`src/rtl/alu_sweep_ctrl.sv`:
```
// Self-test sequencer: latches one operand pair, sweeps the eight ALU opcodes and streams
// each settled sample out on a valid/ready beat while folding it into an 8-bit signature.
module alu_sweep_ctrl #(
    parameter int SETTLE = 3
) (
    input  logic       clk,
    input  logic       rst_n,
    input  logic       start,
    input  logic [3:0] a_in,
    input  logic [3:0] b_in,
    output logic       busy,
    output logic       done,
    output logic [3:0] alu_a,
    output logic [3:0] alu_b,
    output logic [2:0] alu_opcode,
    input  logic [3:0] alu_f,
    input  logic       alu_carry_out,
    input  logic       alu_zero,
    output logic       res_valid,
    input  logic       res_ready,
    output logic [2:0] res_idx,
    output logic [3:0] res_f,
    output logic       res_carry,
    output logic       res_zero,
    output logic [7:0] signature
);

    localparam logic [3:0] RELOAD = 4'(SETTLE - 1);

    typedef enum logic [1:0] {S_IDLE, S_SETTLE, S_WAIT} state_t;

    state_t     state_q;
    logic [3:0] cnt_q;
    logic       busy_q;
    logic       done_q;
    logic [3:0] alu_a_q;
    logic [3:0] alu_b_q;
    logic [2:0] op_q;
    logic       res_valid_q;
    logic [2:0] res_idx_q;
    logic [3:0] res_f_q;
    logic       res_carry_q;
    logic       res_zero_q;
    logic [7:0] sig_q;
    logic [7:0] sig_d;

    // Signature folds the beat currently being handed over, so it uses the held res_* values.
    always_comb begin
        sig_d = {sig_q[6:0], sig_q[7]} ^ {1'b0, res_carry_q, res_zero_q, 1'b0, res_f_q};
    end

    always_ff @(posedge clk or negedge rst_n) begin
        if (!rst_n) begin
            state_q     <= S_IDLE;
            cnt_q       <= 4'h0;
            busy_q      <= 1'b0;
            done_q      <= 1'b0;
            alu_a_q     <= 4'h0;
            alu_b_q     <= 4'h0;
            op_q        <= 3'h0;
            res_valid_q <= 1'b0;
            res_idx_q   <= 3'h0;
            res_f_q     <= 4'h0;
            res_carry_q <= 1'b0;
            res_zero_q  <= 1'b0;
            sig_q       <= 8'h00;
        end else begin
            done_q <= 1'b0;
            case (state_q)
                S_IDLE: begin
                    if (start) begin
                        alu_a_q <= a_in;
                        alu_b_q <= b_in;
                        op_q    <= 3'h0;
                        cnt_q   <= RELOAD;
                        sig_q   <= 8'h00;
                        busy_q  <= 1'b1;
                        state_q <= S_SETTLE;
                    end
                end
                S_SETTLE: begin
                    if (cnt_q != 4'h0) begin
                        cnt_q <= cnt_q - 4'h1;
                    end else begin
                        res_f_q     <= alu_f;
                        res_carry_q <= alu_carry_out;
                        res_zero_q  <= alu_zero;
                        res_idx_q   <= op_q;
                        res_valid_q <= 1'b1;
                        state_q     <= S_WAIT;
                    end
                end
                S_WAIT: begin
                    if (res_ready) begin
                        res_valid_q <= 1'b0;
                        sig_q       <= sig_d;
                        op_q        <= op_q + 3'h1;
                        if (op_q == 3'h7) begin
                            busy_q  <= 1'b0;
                            done_q  <= 1'b1;
                            state_q <= S_IDLE;
                        end else begin
                            cnt_q   <= RELOAD;
                            state_q <= S_SETTLE;
                        end
                    end
                end
                default: state_q <= S_IDLE;
            endcase
        end
    end

    assign busy       = busy_q;
    assign done       = done_q;
    assign alu_a      = alu_a_q;
    assign alu_b      = alu_b_q;
    assign alu_opcode = op_q;
    assign res_valid  = res_valid_q;
    assign res_idx    = res_idx_q;
    assign res_f      = res_f_q;
    assign res_carry  = res_carry_q;
    assign res_zero   = res_zero_q;
    assign signature  = sig_q;

endmodule

```
`config.mk`:
```
export PLATFORM = sky130hd
export DESIGN_NAME = alu_sweep_ctrl
export DESIGN_NICKNAME = d
export VERILOG_FILES = /design/src/rtl/alu_sweep_ctrl.sv
export SDC_FILE = /design/constraint.sdc
export NUM_CORES = 1
export LEC_CHECK = 0
export CORE_MARGIN = 4
export CORE_UTILIZATION = 49
export DETAILED_ROUTE_END_ITERATION = 10
export GPL_TIMING_DRIVEN = 0
export PLACE_DENSITY = 0.83
export SYNTH_ARGS = -nofsm -noshare
export SYNTH_HDL_FRONTEND = slang
export SYNTH_SLANG_ARGS = --single-unit
```
`constraint.sdc`:
```
create_clock -name clk -period 3.1 [get_ports clk]
set_input_delay 0.31 -clock clk [delete_from_list [all_inputs] [get_ports clk]]
set_output_delay 0.31 -clock clk [all_outputs]
set_load 0.03 [all_outputs]
```
Word level (Yosys, flattened, before mapping)
Cells that the tools add are included.
- $add $sub $neg: 2
- equality and inequality tests: 9
- muxes and demuxes: 26
- bitwise operators: 2
- reductions and logical operators: 12
- operators with widths (operator ; count):
    2-to-1 mux 4 bit ; 4
    2-to-1 mux 8 bit ; 2
    case mux 8 bit (2 select lines) ; 1
    != test 2 bit (second input constant) ; 6
    case mux 4 bit (3 select lines) ; 1
    2-to-1 mux 1 bit ; 9
    AND reduction 3 bit ; 3
    XOR 8 x 7 -> 8 bit ; 1
    2-to-1 mux 2 bit ; 3
    2-to-1 mux 3 bit ; 2
    case mux 2 bit (3 select lines) ; 1
    case mux 3 bit (2 select lines) ; 1
    AND reduction 5 bit ; 1
    case mux 1 bit (2 select lines) ; 2
    AND reduction 2 bit ; 2
    AND reduction 4 bit ; 1
    nonzero test 2 bit ; 2
    nonzero test 4 bit ; 1
    subtractor 4 x 1 -> 4 bit (second input constant) ; 1
    adder 3 x 1 -> 3 bit (second input constant) ; 1
    equality test 3 bit (second input constant) ; 1
    nonzero test 3 bit ; 1
    equality test 2 x 1 -> 1 bit (second input constant) ; 1
    equality test 2 bit (second input constant) ; 1
    2 further kinds ; 2
- flip-flop bits (word level): 37
- input port bits: 18
- output and inout bits: 31
- word-level logic and storage cells: 64

Longest topological paths before layout
- depth after elaboration: 4
- mapped depth: 8
- mapped depth without buffers: 6

Least setup slack after synthesis
Ideal clock, no wire load.
- path type: flip-flop to flip-flop
- from: register cnt_q[0]
- to: register res_idx_q[0] (netlist: res_idx[0])
- data arrival time: 1.496 ns
- path slack: 1.486 ns
- cell stages (with the launch flop): 9
- path buffers: 2
- path through: dfrtp_1 inv_1 ha_1 or2b_1 or3_1 buf_2 buf_6 nand2_1 nand2_1
- word-level cells in the longest chain between the ends: 3
- RTL lines (item ; RTL line ; text):
    start, declared ; 33 ; logic [3:0] cnt_q;
    start signal, assigned ; 83 ; cnt_q <= cnt_q - 4'h1;
    nonzero test 4 bit ; 82 ; if (cnt_q != 4'h0) begin
    inverter 1 bit (no source line) ; -- ;
    AND reduction 2 bit (no source line) ; -- ;
    end signal, assigned ; 88 ; res_idx_q <= op_q;
    end, declared ; 40 ; logic [2:0] res_idx_q;
No other way between the ends.
A chain may end at the register's enable or synchronous reset.

Worst setup path in the final report
- from: register cnt_q[0]
- to: register cnt_q[1]
- word-level cells in the longest chain between the ends: 3
- RTL lines (item ; RTL line):
    subtractor 4 x 1 -> 4 bit or nonzero test 4 bit (tied branches) ; 83, 82
    2-to-1 mux 4 bit or != test 2 bit (tied branches) ; --
    case mux 4 bit (3 select lines) or AND reduction 5 bit (tied branches) ; --
Several ways; a longest one is shown, not always the timed one. The select of a mux whose other input is x is not followed.

==> metrics.md <==
| Metric | Value |
|---|---|
| Vias per cell | `4.976` |
| Die Area | `0.004285 sq mm` |
| Critical path class | `flop to flop` |
| Crit path buf inv count | `1` |
| Worst path slowest cell | `nor3_2` |
| CTS resizes | `0` |
| Clock slew at reported path FFs | `0.11 ns` |
| Fin crit period | `1.847 ns` |
| Sequential share of the synthesized area | `57.23%` |
| # IOs | `49` |
| Hold WC Path Type | `input port to async pin` |
| Crit end category | `flop` |
| Hold_buf cts | `0` |
| Cell count after synthesis | `155` |
| Area leader, netlist | `dfrtp_1` |
| DIE HEIGHT | `65.46 um` |
| Vias | `1269` |
| Routed WL | `3.651 mm` |
| TNS Setup | `0 ns` |
| Syn Nets | `177` |
| Static leakage | `1.004 nW` |
| Placement Cell Area | `0.002148 sq mm` |
| Max Cap Viol | `0` |
| Finish-stage setup viols | `0` |
| Critical path launch point type | `flop` |
| Critical path's top delay family | `simple AND/OR/NAND/NOR gates` |
| Area grow syn2layout | `37.12%` |
| Setup Skew | `0.009269 ns` |
| Core area | `0.003103 sq mm` |
| Synth cell count leaders | `nand2_1 (41), dfrtp_1 (37), o21ai_0 (20), mux2_2 (8), inv_1 (7)` |
| Detailed Route Iter0 Violations | `75` |
| Synthesized area per cell | `10.44 sq um` |
| Share of the synthesized area in the top cell type | `57.23%` |
| Post-CTS Setup Inserts | `0` |
| H-Tree Depth | `2` |
| Initial antenna violation count | `0` |
| Worst slew margin | `46.11%` |
| Clock root buffer | `clkbuf_4` |
| DRC Markers | `0` |
| Synth warnings | `0` |
| Maximum VDD drop | `0.6410 mV` |
| DR WL/cell | `14.32 um` |
| Max-slew violation count | `0` |
| Die X-Extent | `65.46 um` |
| Antenna violation net count after detailed routing | `0` |
| Largest net degree at the start of global routing | `38` |
| Netlist cell types | `29` |
| Hpwl dp | `2.747 mm` |
| Data required, critical path | `3.33 ns` |
| Status | `completed` |
| Crit-path cells | `inv_1 > ha_1 > or2b_1 > nor3_2 > o21ai_0 > and2_1` |
| RSZ-0062 raised after global routing | `no` |
| Nets | `232` |
| CTS Sinks | `37` |
| Vias in the first global route | `1317` |
| Num CTS Buffers | `5` |
| Top-count cell post-synth | `nand2_1` |
| TritonCTS clock tree | `yes` |
| CTS max path bufs | `2` |
| GRT Total Usage | `18.92%` |
| Worst stage delay on the critical path | `0.50 ns` |
| Clk_lat worst skew | `0.33 ns` |
| Number of port buffers | `48` |
| Maximum clock frequency | `0.5414 GHz` |
| Ant diodes | `0` |
| Period utilization | `59.58%` |
| #FFs+latches synth | `37` |
| Main flop type after synthesis | `dfrtp_1` |
| Placer Congestion | `0.8053` |
| Fin util | `71.49%` |
| WP data arrival | `2.08 ns` |
| Share of cells above drive strength 1 | `12.80%` |
| First drt pass iteration count | `4` |
| Cell Area, Synth | `0.001618 sq mm` |
| Measured slew at the worst slew-check pin | `0.8083 ns` |
| Fraction of registers with async set or reset after synthesis | `100.0%` |
| Crit-path max FO | `10` |
| First-pass GRT wire length | `6.147 mm` |
| Initial Utilization | `52.14%` |
| Synth top area cells | `dfrtp_1 (57%), nand2_1 (9.5%), o21ai_0 (6.2%)` |
| Row count | `20` |
| Fin area | `0.002218 sq mm` |
| Global route overflow | `0` |
| Post-synth EDFFs | `0` |
| Hold Vio Cnt, Final | `0` |
| PwrDens | `1027 mW/mm^2` |
worst register-to-register path, delay by kind of cell (launching register included):
family / cells / cell delay, ns
AND/OR/NAND/NOR: 3 / 0.95
buffers and inverters: 1 / 0.07
flip-flops: 1 / 0.42
AO/OA/AOI/OAI: 1 / 0.15
adder cells (fa/ha/maj): 1 / 0.16
layout by cell type (no fill, tap or decap), drive strengths merged:
master,Yosys,layout
nand2b,1,1
nand3,1,1
clkdlybuf4s50,0,47
or2,1,1
xnor2,6,6
nand4,1,1
a21oi,3,3
or2b,1,1
clkinv,0,1
inv,7,7
a22o,3,3
o21ai,20,20
nor3,2,2
buf,5,6
or3,1,1
clkbuf,0,7
a32o,1,1
nor2b,3,3
and3,1,1
nor2,3,3
and2,1,1
nor3b,1,1
dfrtp,37,37
mux2,8,8
a2bb2oi,1,1
nand2,42,42
ha,4,4
o31ai,1,1
registers in the layout, indices dropped and copies added (netlist names):
register	cells
signature	8
alu_a	4
alu_b	4
cnt_q	4
res_f	4
alu_opcode	3
res_idx	3
state_q	2
busy	1
done	1
res_carry	1
res_valid	1
res_zero	1
layer usage:
metal / wire [um] / up-vias / GRT usage [%]
met3: 176 / 2 / 6.838
met5: 0 / - / 0
met2: 2002 / 26 / 33.38
met1: 1456 / 621 / 22.05
li1: - / 620 / -
met4: 15 / 0 / 3.886
report_power, final:
part	internal (W)	switching (W)	leakage, nW
logic	0.000513	0.000657	0.494
registers	0.000667	0.000155	0.469
clock network	0.000132	0.000154	0.0413
final cells by class:
class,instances,area (sq um)
clock inverter,1,5.005
multi-input combinational,106,634.4
clock buffer,7,65.06
timing repair buffer,48,475.5
tap,44,55.05
sequential,37,925.9
buffer,5,31.28
inverter,7,26.28
fill,255,884.6
worst paths after layout:
path                       startpoint             to  slack [ns]  depth (start not counted)
max                          cnt_q[0]       cnt_q[1]        1.25                          6
min                             rst_n       cnt_q[3]        0.05                          1
max reg2reg                  cnt_q[0]       cnt_q[1]        1.25                          6
min reg2reg                res_idx[0]     res_idx[0]        0.49                          2
max in group asynchronous       rst_n  alu_opcode[2]        2.53                          1
min in group clk           res_idx[0]     res_idx[0]        0.49                          2
cell families (layout without fill, tap and decap cells):
logic type	after synthesis	in the layout	synth area share, %
fa+ha+maj	4	4	3.094
simple gates	59	59	16.71
flops	37	37	57.23
xor+xnor	6	6	3.248
buf+inv	12	68	3.558
mux	8	8	5.569
compound gates	29	29	10.60
per-stage QoR:
| stage | std cells | setup slack, ns | hold WS (ns) | total power [W] |
|---|---|---|---|---|
| after floorplan | 155 | 1.486 | 0.01441 | 0.001546 |
| after global placement | 247 | 0.9478 | 0.4571 | 0.001959 |
| after detailed placement | 247 | 1.239 | 0.4494 | 0.002013 |
| after CTS | 255 | 1.217 | 0.07542 | 0.002303 |
| after global routing | 255 | 1.089 | 0.09632 | 0.002438 |
| final | 255 | 1.253 | 0.05273 | 0.002278 |
No activity file was read; power rests on OpenSTA's default activity.
